$ cat config.mk
export PLATFORM = sky130hd
export DESIGN_NAME = mux_scan_n_to_1
export DESIGN_NICKNAME = d
export VERILOG_FILES = /design/src/rtl/mux_pkg.sv /design/src/rtl/mux_sel_n_to_1.sv /design/src/rtl/mux_scan_n_to_1.sv
export SDC_FILE = /design/constraint.sdc
export NUM_CORES = 1
export LEC_CHECK = 0
export CAP_MARGIN = 5
export CORE_UTILIZATION = 40
export DETAILED_ROUTE_END_ITERATION = 10
export PLACE_DENSITY_LB_ADDON = 0.05
export SETUP_SLACK_MARGIN = 0.5
export SYNTH_ARGS = -nofsm -noshare
export SYNTH_HDL_FRONTEND = slang
export SYNTH_SLANG_ARGS = --single-unit
$ cat constraint.sdc
create_clock -name clk -period 4.84 [get_ports clk]
set_input_delay 0.968 -clock clk [delete_from_list [all_inputs] [get_ports clk]]
set_output_delay 0.968 -clock clk [all_outputs]
set_load 0.005 [all_outputs]
$ cat src/rtl/mux_pkg.sv
// Shared types and constants for the scanning N:1 multiplexer.
// Holds the FSM state encoding, the mode encodings and the select-width helper.
package mux_pkg;

    typedef enum logic {
        IDLE = 1'b0,
        SCAN = 1'b1
    } state_t;

    localparam logic MODE_MANUAL = 1'b0;
    localparam logic MODE_SCAN   = 1'b1;

    // A 2-channel mux still needs a 1-bit select, so never return 0.
    function automatic int clog2_min1(input int n);
        return (n <= 2) ? 1 : $clog2(n);
    endfunction

endpackage

$ cat src/rtl/mux_sel_n_to_1.sv
// Combinational N_CH:1, W-bit channel selector.
// An index that names no channel (idx >= N_CH) yields all zeros.
module mux_sel_n_to_1 #(
    parameter int N_CH  = 16,
    parameter int W     = 1,
    parameter int SEL_W = 4
) (
    input  logic [N_CH*W-1:0] i,
    input  logic [SEL_W-1:0]  idx,
    output logic [W-1:0]      y
);

    always_comb begin
        y = '0;
        for (int k = 0; k < N_CH; k++) begin
            if (int'(idx) == k) begin
                y = i[k*W +: W];
            end
        end
    end

endmodule

$ cat src/rtl/mux_scan_n_to_1.sv
// Registered N_CH:1 mux with a manual select path and an auto-scan mode that
// streams every channel out over a valid/ready handshake.
//
// Handshake: a word (y, y_sel) transfers on any rising edge where y_valid and
// out_ready are both high; while y_valid is high and out_ready is low, y and
// y_sel hold stable. In manual mode y_valid is held high and out_ready is ignored.
module mux_scan_n_to_1
    import mux_pkg::*;
#(
    parameter int N_CH  = 16,
    parameter int W     = 1,
    parameter int SEL_W = clog2_min1(N_CH)
) (
    input  logic              clk,
    input  logic              rst,
    input  logic [N_CH*W-1:0] i,
    input  logic              mode,
    input  logic [SEL_W-1:0]  sel,
    input  logic              start,
    input  logic              out_ready,
    output logic [W-1:0]      y,
    output logic [SEL_W-1:0]  y_sel,
    output logic              y_valid,
    output logic              busy,
    output logic              done
);

    state_t           state, state_nxt;
    logic [SEL_W-1:0] ch, ch_nxt;
    logic [SEL_W-1:0] mux_idx;
    logic [W-1:0]     mux_y;
    logic [W-1:0]     y_nxt;
    logic [SEL_W-1:0] y_sel_nxt;
    logic             y_valid_nxt;
    logic             busy_nxt;
    logic             done_nxt;
    logic             last_ch;
    logic             accept;
    logic             scan_go;

    // Terminate on the last index or anything beyond it, so the counter never wraps.
    assign last_ch = (int'(ch) >= N_CH - 1);
    assign accept  = y_valid & out_ready;
    // The done cycle is still part of the scan hand-off, so start is not honoured then.
    assign scan_go = (mode == MODE_SCAN) & start & ~done;

    // One shared selector: the next channel while scanning, sel in manual, 0 at scan start.
    always_comb begin
        mux_idx = '0;
        if (state == SCAN) begin
            mux_idx = ch + 1'b1;
        end else if (mode == MODE_MANUAL) begin
            mux_idx = sel;
        end
    end

    mux_sel_n_to_1 #(
        .N_CH  (N_CH),
        .W     (W),
        .SEL_W (SEL_W)
    ) u_sel (
        .i   (i),
        .idx (mux_idx),
        .y   (mux_y)
    );

    always_comb begin
        state_nxt   = state;
        ch_nxt      = ch;
        y_nxt       = y;
        y_sel_nxt   = y_sel;
        y_valid_nxt = y_valid;
        busy_nxt    = busy;
        done_nxt    = 1'b0;

        case (state)
            IDLE: begin
                busy_nxt = 1'b0;
                if (mode == MODE_MANUAL) begin
                    y_nxt       = mux_y;
                    y_sel_nxt   = sel;
                    y_valid_nxt = 1'b1;
                end else if (scan_go) begin
                    y_nxt       = mux_y;
                    y_sel_nxt   = '0;
                    y_valid_nxt = 1'b1;
                    busy_nxt    = 1'b1;
                    ch_nxt      = '0;
                    state_nxt   = SCAN;
                end else begin
                    y_valid_nxt = 1'b0;
                end
            end

            SCAN: begin
                // Abort wins over a handshake in the same cycle; no done pulse.
                if (mode == MODE_MANUAL) begin
                    y_valid_nxt = 1'b0;
                    busy_nxt    = 1'b0;
                    state_nxt   = IDLE;
                end else if (accept) begin
                    if (!last_ch) begin
                        ch_nxt    = ch + 1'b1;
                        y_nxt     = mux_y;
                        y_sel_nxt = ch + 1'b1;
                    end else begin
                        y_valid_nxt = 1'b0;
                        busy_nxt    = 1'b0;
                        done_nxt    = 1'b1;
                        state_nxt   = IDLE;
                    end
                end
            end

            default: begin
                state_nxt   = IDLE;
                y_valid_nxt = 1'b0;
                busy_nxt    = 1'b0;
            end
        endcase
    end

    always_ff @(posedge clk or posedge rst) begin
        if (rst) begin
            state   <= IDLE;
            ch      <= '0;
            y       <= '0;
            y_sel   <= '0;
            y_valid <= 1'b0;
            busy    <= 1'b0;
            done    <= 1'b0;
        end else begin
            state   <= state_nxt;
            ch      <= ch_nxt;
            y       <= y_nxt;
            y_sel   <= y_sel_nxt;
            y_valid <= y_valid_nxt;
            busy    <= busy_nxt;
            done    <= done_nxt;
        end
    end

endmodule
Word-level counts from Yosys, hierarchy flattened
Cells that the tools add are included.

operators by class
  $add $sub $neg = 1
  magnitude comparators = 1
  eq/ne operators = 23
  multiplexer cells = 48
  bitwise gates (word level) = 5
  reductions and logical operators = 4

operator list
  operator                                       count
  2-to-1 mux 1 bit                               34
  == test 4 bit, second input constant           8
  2-to-1 mux 4 bit                               8
  == test 4 x 3 -> 1 bit, second input constant  4
  one-hot mux 4 bit (2 select lines)             2
  == test 4 x 2 -> 1 bit, second input constant  2
  != test 2 bit, second input constant           4
  one-hot mux 1 bit (2 select lines)             4
  != test 3 x 2 -> 1 bit, second input constant  2
  AND reduction 5 bit                            1
  adder 4 x 1 -> 4 bit, second input constant    1
  == test 4 x 1 -> 1 bit, second input constant  1
  >= comparator 4 bit, second input constant     1
  zero test 4 bit                                1
  AND reduction 4 bit                            1
  bitwise AND 1 bit                              3
  != test 3 bit, second input constant           1
  != test 2 x 1 -> 1 bit, second input constant  1
  inverter 1 bit                                 2
  AND reduction 2 bit                            1

storage, ports and cells
  flip-flop bits (word level) = 13
  input bits = 25
  output and inout bits = 8

Logic depth before layout (Yosys ltp)
  depth after elaboration = 23
  depth in mapped cells = 8

By module
From an unflattened synthesis, not the netlist that was laid out.

second synthesis, totals
  cell total of the unflattened synthesis = 83
  area, all modules = 842.1 µm²

modules (own cells, without submodules)
  module           instances  cells an instance  area each (µm²)
  mux_scan_n_to_1  1          61                 665.6
  mux_sel_n_to_1   1          22                 176.4

Worst setup path before layout
OpenSTA, ideal clock, no wires.

  path type = input port to flip-flop
  start point = input port mode
  end point = register y
  library setup time = 0.126 ns
  arrival time = 2.362 ns
  setup slack = 2.352 ns
  cell stages on the path = 8
  cells stage by stage = buf_4 -> nor3b_2 -> or2_1 -> buf_6 -> mux2i_1 -> o21ai_1 -> a221o_1 -> a221o_1

on the way
  longest elaborated chain between the ends = 23
  elaborated cells on any way between the ends = 45

ends and longest elaborated chain
  item                                RTL line                text
  from (decl)                         mux_scan_n_to_1.sv:17   input logic mode,
  2-to-1 mux 4 bit                    mux_scan_n_to_1.sv:52   end else if (mode == MODE_MANUAL) begin
  2-to-1 mux 4 bit                    mux_scan_n_to_1.sv:50   if (state == SCAN) begin
  zero test 4 bit                     mux_sel_n_to_1.sv:16    if (int'(idx) == k) begin
  2-to-1 mux 1 bit (16 in series)     mux_sel_n_to_1.sv:16
  2-to-1 mux 1 bit                    mux_scan_n_to_1.sv:102  if (!last_ch) begin
  2-to-1 mux 1 bit                    mux_scan_n_to_1.sv:101  end else if (accept) begin
  2-to-1 mux 1 bit                    mux_scan_n_to_1.sv:97   if (mode == MODE_MANUAL) begin
  one-hot mux 1 bit (2 select lines)  mux_scan_n_to_1.sv:76   case (state)
  to (signal assigned)                mux_scan_n_to_1.sv:135  y <= y_nxt;
  to (decl)                           mux_scan_n_to_1.sv:21   output logic [W-1:0] y,

Parallel ways exist; a longest one is shown, timed or not. The select of a mux whose other input is x is not followed.
A chain may end at the register's enable or synchronous reset.

Worst setup path in the final report
Same ends and word-level chain as after synthesis.

==> results_dict.tcl <==
set metrics [dict create \
    core_area_sq_mm 0.00196 \
    hold_depth 2 \
    clkPwrFrac_pct 20.4 \
    seqPwrFrac_pct 44.2 \
    finClkSkew_ns 0.00698 \
    antenna_found_initial 0 \
    path_max_fanout 9 \
    overflow 0 \
    synth_xor_area_share_pct 2.09 \
    grt_pass1_vias 742 \
    areaGrowthSynthToFinish_pct 42.6 \
    dieArea_sq_mm 0.00228 \
    period_needed_ns 2.85 \
    htree_levels 1 \
    grt_pass1_wl_microns 3130 \
    multi_input_area_sq_um 462 \
    r2r-start "state" \
    synth_seq_cells 13 \
    netlist.area_leader.share_pct 38.9 \
    powerDensity_mw_per_mm2 263 \
    clock_latency_ns 0.27 \
    rsz0062_at_grt "no" \
    grt_max_degree 17 \
    drc 0 \
    ant_nets 0 \
    p_int_mw 0.222 \
    syn_nets 116 \
    hold_buffers 0 \
    gp_congestion 0.861 \
    track_usage_pct 20.0 \
    p_comb_share_pct 35.4 \
    vias 799 \
    drtPass1Iterations 4 \
    synthMuxAreaShare_pct 6.28 \
    status "finished, final reports clean" \
    drt_iter0_drc 21 \
    crit_path_start_kind "primary input" \
    seq_area_frac_synth_pct 38.9 \
    finalHoldViolCount 0 \
    nFillCells 182 \
    tightest_slew_ns 0.520 \
    yosys_most_used_dff "dfrtp_1" \
    hold_ws_ns 0.493 \
    ys.warnings.count 0 \
    drv_cap 0 \
    async_reset_ff_share_pct 100 \
    drive_gt1_share_pct 10.6 \
    r2r_slack_ns 2.65 \
    cp.required_ns 5.00 \
    cts_sinks 13 \
    totalWireLength_microns 1950 \
    swShare_pct 29.2 \
    ff_latch_area_sq_um 325 \
    dp_hpwl_microns 1570 \
    p_switching_mw 0.0915 \
    path_clk_slew_ns 0.08 \
    synth_area_leaders "dfrtp_1 39%, o21ai_1 4.8%, nand2_1 4.5%, mux2i_1 3.6%, inv_1 2.7%" \
    reg2reg_depth 6 \
    numCtsBuffers 3 \
    worstSetupEndpointType "flip-flop" \
    setup_viol 0 \
    diodes 0 \
    reg2reg_to "y" \
    cts_tree "yes" \
    hp-class "flip-flop to flip-flop" \
    cts_setup_buffers 0 \
    peakVddDrop_mv 0.203 \
    yosys.area_share.simple_pct 19.0 \
    synthAdderAreaFrac_pct 1.49 \
    timing.final.max_slew_violations 0 \
    synth_compound_area_share_pct 26.3 \
    synth_top_cell_by_area "dfrtp_1" \
    slew_headroom_pct 65.2 \
    place_ws_ns 1.70 \
    worstHoldStart "y_sel[1]" \
    synth_edf_count 0 \
    netlist_top_cells_count "13 x dfrtp_1, 10 x nand2_1, 8 x o21ai_1" \
    cts-root-buf "clkbuf_4" \
    die_h_microns 47.7 \
    clock.fmax_ghz 0.351 \
    cts_buffer_depth 2 \
    setup_ws_ns 1.99 \
    crit_type "primary input to flip-flop" \
    syn_area_sq_um 837 \
    rows 16 \
    start_util_pct 42.7 \
    wire_per_inst_microns 13.0 \
    fin_nets 150 \
    synth_cells 90 \
    leakage_nw 0.521 \
    arrival_ns 3.01 \
    setup_tns_ns 0 \
    port_buffers 32 \
    die_w_microns 47.7 \
    vias_per_cell 5.33 \
    pin_count 33 \
    synth_most_common_cell "dfrtp_1" \
    synth_cell_types 39 \
    avgSynthCellArea_sq_um 9.30 \
    cts_resized 0 \
    min_to "y_sel[1]" \
    synth_top_family_by_area "compound AO/OA/AOI/OAI gates" \
    fin_crit_sh_pct 58.8 \
]
## layout by cell type (no fill, tap or decap), types with 2 or more instances in the layout
cell / instances
clkdlybuf4s50_1: 32
dfrtp_1: 13
nand2_1: 10
o21ai_1: 8
inv_1: 6
nor2_1: 6
o21ai_0: 3
nand3_1: 3
mux2i_1: 3
clkbuf_4: 3
nand2b_1: 2
xor2_1: 2
o31ai_1: 2
a221oi_1: 2
a221o_1: 2
a21o_1: 2
a41o_1: 2
## state kept, by name (all words and copies together) (netlist names)
register and flops:
y 1, state 1, ch 4, done 1
y_valid 1, busy 1, y_sel 4
## logic make-up after synthesis
group,count (synthesis)
buf+inv,10
simple gates,29
mux,5
compound gates,30
xor+xnor,2
flops,13
fa+ha+maj,1
## power by group through the flow
stage	logic, mW	registers, mW	clock network (mW)
floorplan	0.0629	0.138	0
global placement	0.110	0.141	0
detailed placement	0.111	0.141	0
CTS	0.112	0.139	0.0663
global route	0.124	0.141	0.0719
finish	0.111	0.139	0.0639
## worst max path at each step
| stage | startpoint | endpoint | slack [ns] | cells after the start |
|---|---|---|---|---|
| 3_5_place_dp | mode | y | 1.70 | 7 |
| 5_1_grt | mode | y | 1.78 | 6 |
| 6_report | mode | y | 1.99 | 7 |
| 2_1_floorplan | mode | y | 2.35 | 8 |
| 3_3_place_gp | mode | y | 1.79 | 7 |
| 4_1_cts | mode | y | 1.99 | 7 |
## layer usage
| metal | track usage (%) | wire, microns | vias up |
|---|---|---|---|
| met1 | 24.9 | 858 | 383 |
| met5 | 0 | 0 | - |
| met4 | 5.00 | 12 | 0 |
| li1 | - | - | 397 |
| met3 | 5.66 | 100 | 2 |
| met2 | 34.1 | 975 | 17 |
## through the flow
stage               area, sq um  power (mW)  instances  util [%]
detailed placement         1170       0.252        146      59.5
finish                     1190       0.314        150      60.8
global route               1190       0.337        150      60.8
floorplan                   837       0.201         90         -
global placement           1170       0.251        146      59.5
CTS                        1190       0.317        150      60.8
## critical path, stage by stage
cell             delay (ns)
clkdlybuf4s50_1        0.58
nor3b_2                0.28
or2_1                  0.26
mux2i_1                0.23
o21ai_1                0.08
a221o_1                0.30
a221o_1                0.31
## layout make-up
cell class                 instances  area share [%]
sequential                        13            27.3
tap                               27            2.83
clock buffer                       4            2.20
multi-input combinational         67            38.7
inverter                           7            2.20
timing repair buffer              32            26.8
(Power assumes the default switching activity.)
==> RTL change: new RTL, same settings <==
`N_CH` is set to 16 in 2 places; all go to 15.
--- a/src/rtl/mux_sel_n_to_1.sv
+++ b/src/rtl/mux_sel_n_to_1.sv
@@ -2,5 +2,5 @@
 // An index that names no channel (idx >= N_CH) yields all zeros.
 module mux_sel_n_to_1 #(
-    parameter int N_CH  = 16,
+    parameter int N_CH  = 15,
     parameter int W     = 1,
     parameter int SEL_W = 4
--- a/src/rtl/mux_scan_n_to_1.sv
+++ b/src/rtl/mux_scan_n_to_1.sv
@@ -8,5 +8,5 @@
     import mux_pkg::*;
 #(
-    parameter int N_CH  = 16,
+    parameter int N_CH  = 15,
     parameter int W     = 1,
     parameter int SEL_W = clog2_min1(N_CH)
Ports: changed (resized i); port bits go from 33 to 32. No check against the original RTL was run, so the function may have changed too.
==> RTL change against the original RTL <==
Critical path depth fell by 1. Setup slack better by 56 ps. Routed wire length is 12% higher. Cell area rose by 4.0%. Sequential cell count unchanged. Count of clock-buffer cells in the layout unchanged. Area after synthesis up 7.5%. Power is 4.1% lower. Critical path type unchanged. Largest cell class unchanged. Largest power group unchanged.
==> RTL change: results <==
[global_route]
grt_pass1_wl_um = 3636
antenna_found_initial = 0
grtUsageTotal = 0.1921

[critical_path]
reg2reg_setup_slack_ps = 2670
worstPathMaxFanout = 10
crit_family = compound AO/OA/AOI/OAI gates
cp.arrival_ps = 2960

[synthesis]
ys_seq_area_frac = 0.3616
synth_nets = 129
avgSynthCellArea_um2 = 8.734
ys_types = 36
synth_common_cells = dfrtp_1, o21ai_0, a21oi_1, inv_1, nand2_1
yosys-top-cells-area = dfrtp_1, o21ai_0, a21oi_1

[final_layout]
layout-drive-gt1-share = 0.07519
fillCellCount = 195

[routing]
drtIter0Drc = 30
wl_per_cell_um = 13.58
vias = 889

[run_status]
status = finished clean

[placement]
gp_congestion = 0.8259
dpl.hpwl_um = 1655
dp_cells = 156
io_buffer_count = 31

[pwr]
ir_drop_mv = 0.1869
leakagePower_nw = 0.5300

[timing]
fin_skew_ps = 7.315
worst_pin_slew_ps = 689.1
RTL change: kinds of logic after synthesis:
group,Yosys count,share of synthesized area
mux,2,0.02503
flops,13,0.3616
simple gates,37,0.2364
fa+ha+maj,2,0.02781
xor+xnor,1,0.009738
compound gates,36,0.2782
buf+inv,12,0.06120
RTL change: tightest hold or removal path: cells and delay by family (launching register included):
| family | cells | cell delay (ps) |
|---|---|---|
| flops | 1 | 350 |
| compound gates | 1 | 70 |
| simple gates | 1 | 50 |
RTL change: power by group:
part | internal [mW] | switching (mW)
logic | 0.0578 | 0.0412
registers | 0.121 | 0.0144
clock network | 0.0319 | 0.0349
RTL change: worst paths after layout:
path / startpoint / end / cells past startpoint
max: mode / y$_DFFE_PP0P_ / 6
min reg2reg: y_sel[1]$_DFFE_PP0P_ / y_sel[1]$_DFFE_PP0P_ / 2
max in group asynchronous: rst / y$_DFFE_PP0P_ / 2
min in group asynchronous: rst / y_valid$_DFFE_PP0P_ / 2
max reg2reg: ch[0]$_DFFE_PP0P_ / y_sel[3]$_DFFE_PP0P_ / 6
min: y_sel[1]$_DFFE_PP0P_ / y_sel[1]$_DFFE_PP0P_ / 2
RTL change: stage by stage:
| stage | setup WS, ps | cell area (um2) | util | total power [mW] | hold WS, ps |
|---|---|---|---|---|---|
| 6_report | 2049 | 1241 | 0.6078 | 0.3010 | 498.5 |
| 5_1_grt | 1939 | 1241 | 0.6078 | 0.3200 | 531.0 |
| 4_1_cts | 2047 | 1241 | 0.6078 | 0.3047 | 501.3 |
| 3_3_place_gp | 1848 | 1215 | 0.5950 | 0.2351 | 474.9 |
| 3_5_place_dp | 1732 | 1215 | 0.5950 | 0.2360 | 483.2 |
| 2_1_floorplan | 2418 | 899.6 | - | 0.1875 | 473.3 |
RTL change: layer usage:
| layer | GRT usage | routed length (um) | up-vias |
|---|---|---|---|
| met5 | 0 | 0 | - |
| met4 | 0.05714 | 14 | 0 |
| met3 | 0.03738 | 170 | 2 |
| met1 | 0.2899 | 1073 | 409 |
| li1 | - | - | 445 |
| met2 | 0.2740 | 915 | 33 |
RTL change: final cells by class:
cell class / instances / area share
Inverter: 7 / 0.02117
Tap cell: 27 / 0.02722
Sequential cell: 13 / 0.2621
Clock buffer: 4 / 0.02117
Timing Repair Buffer: 31 / 0.2500
Multi-Input combinational cell: 78 / 0.4183
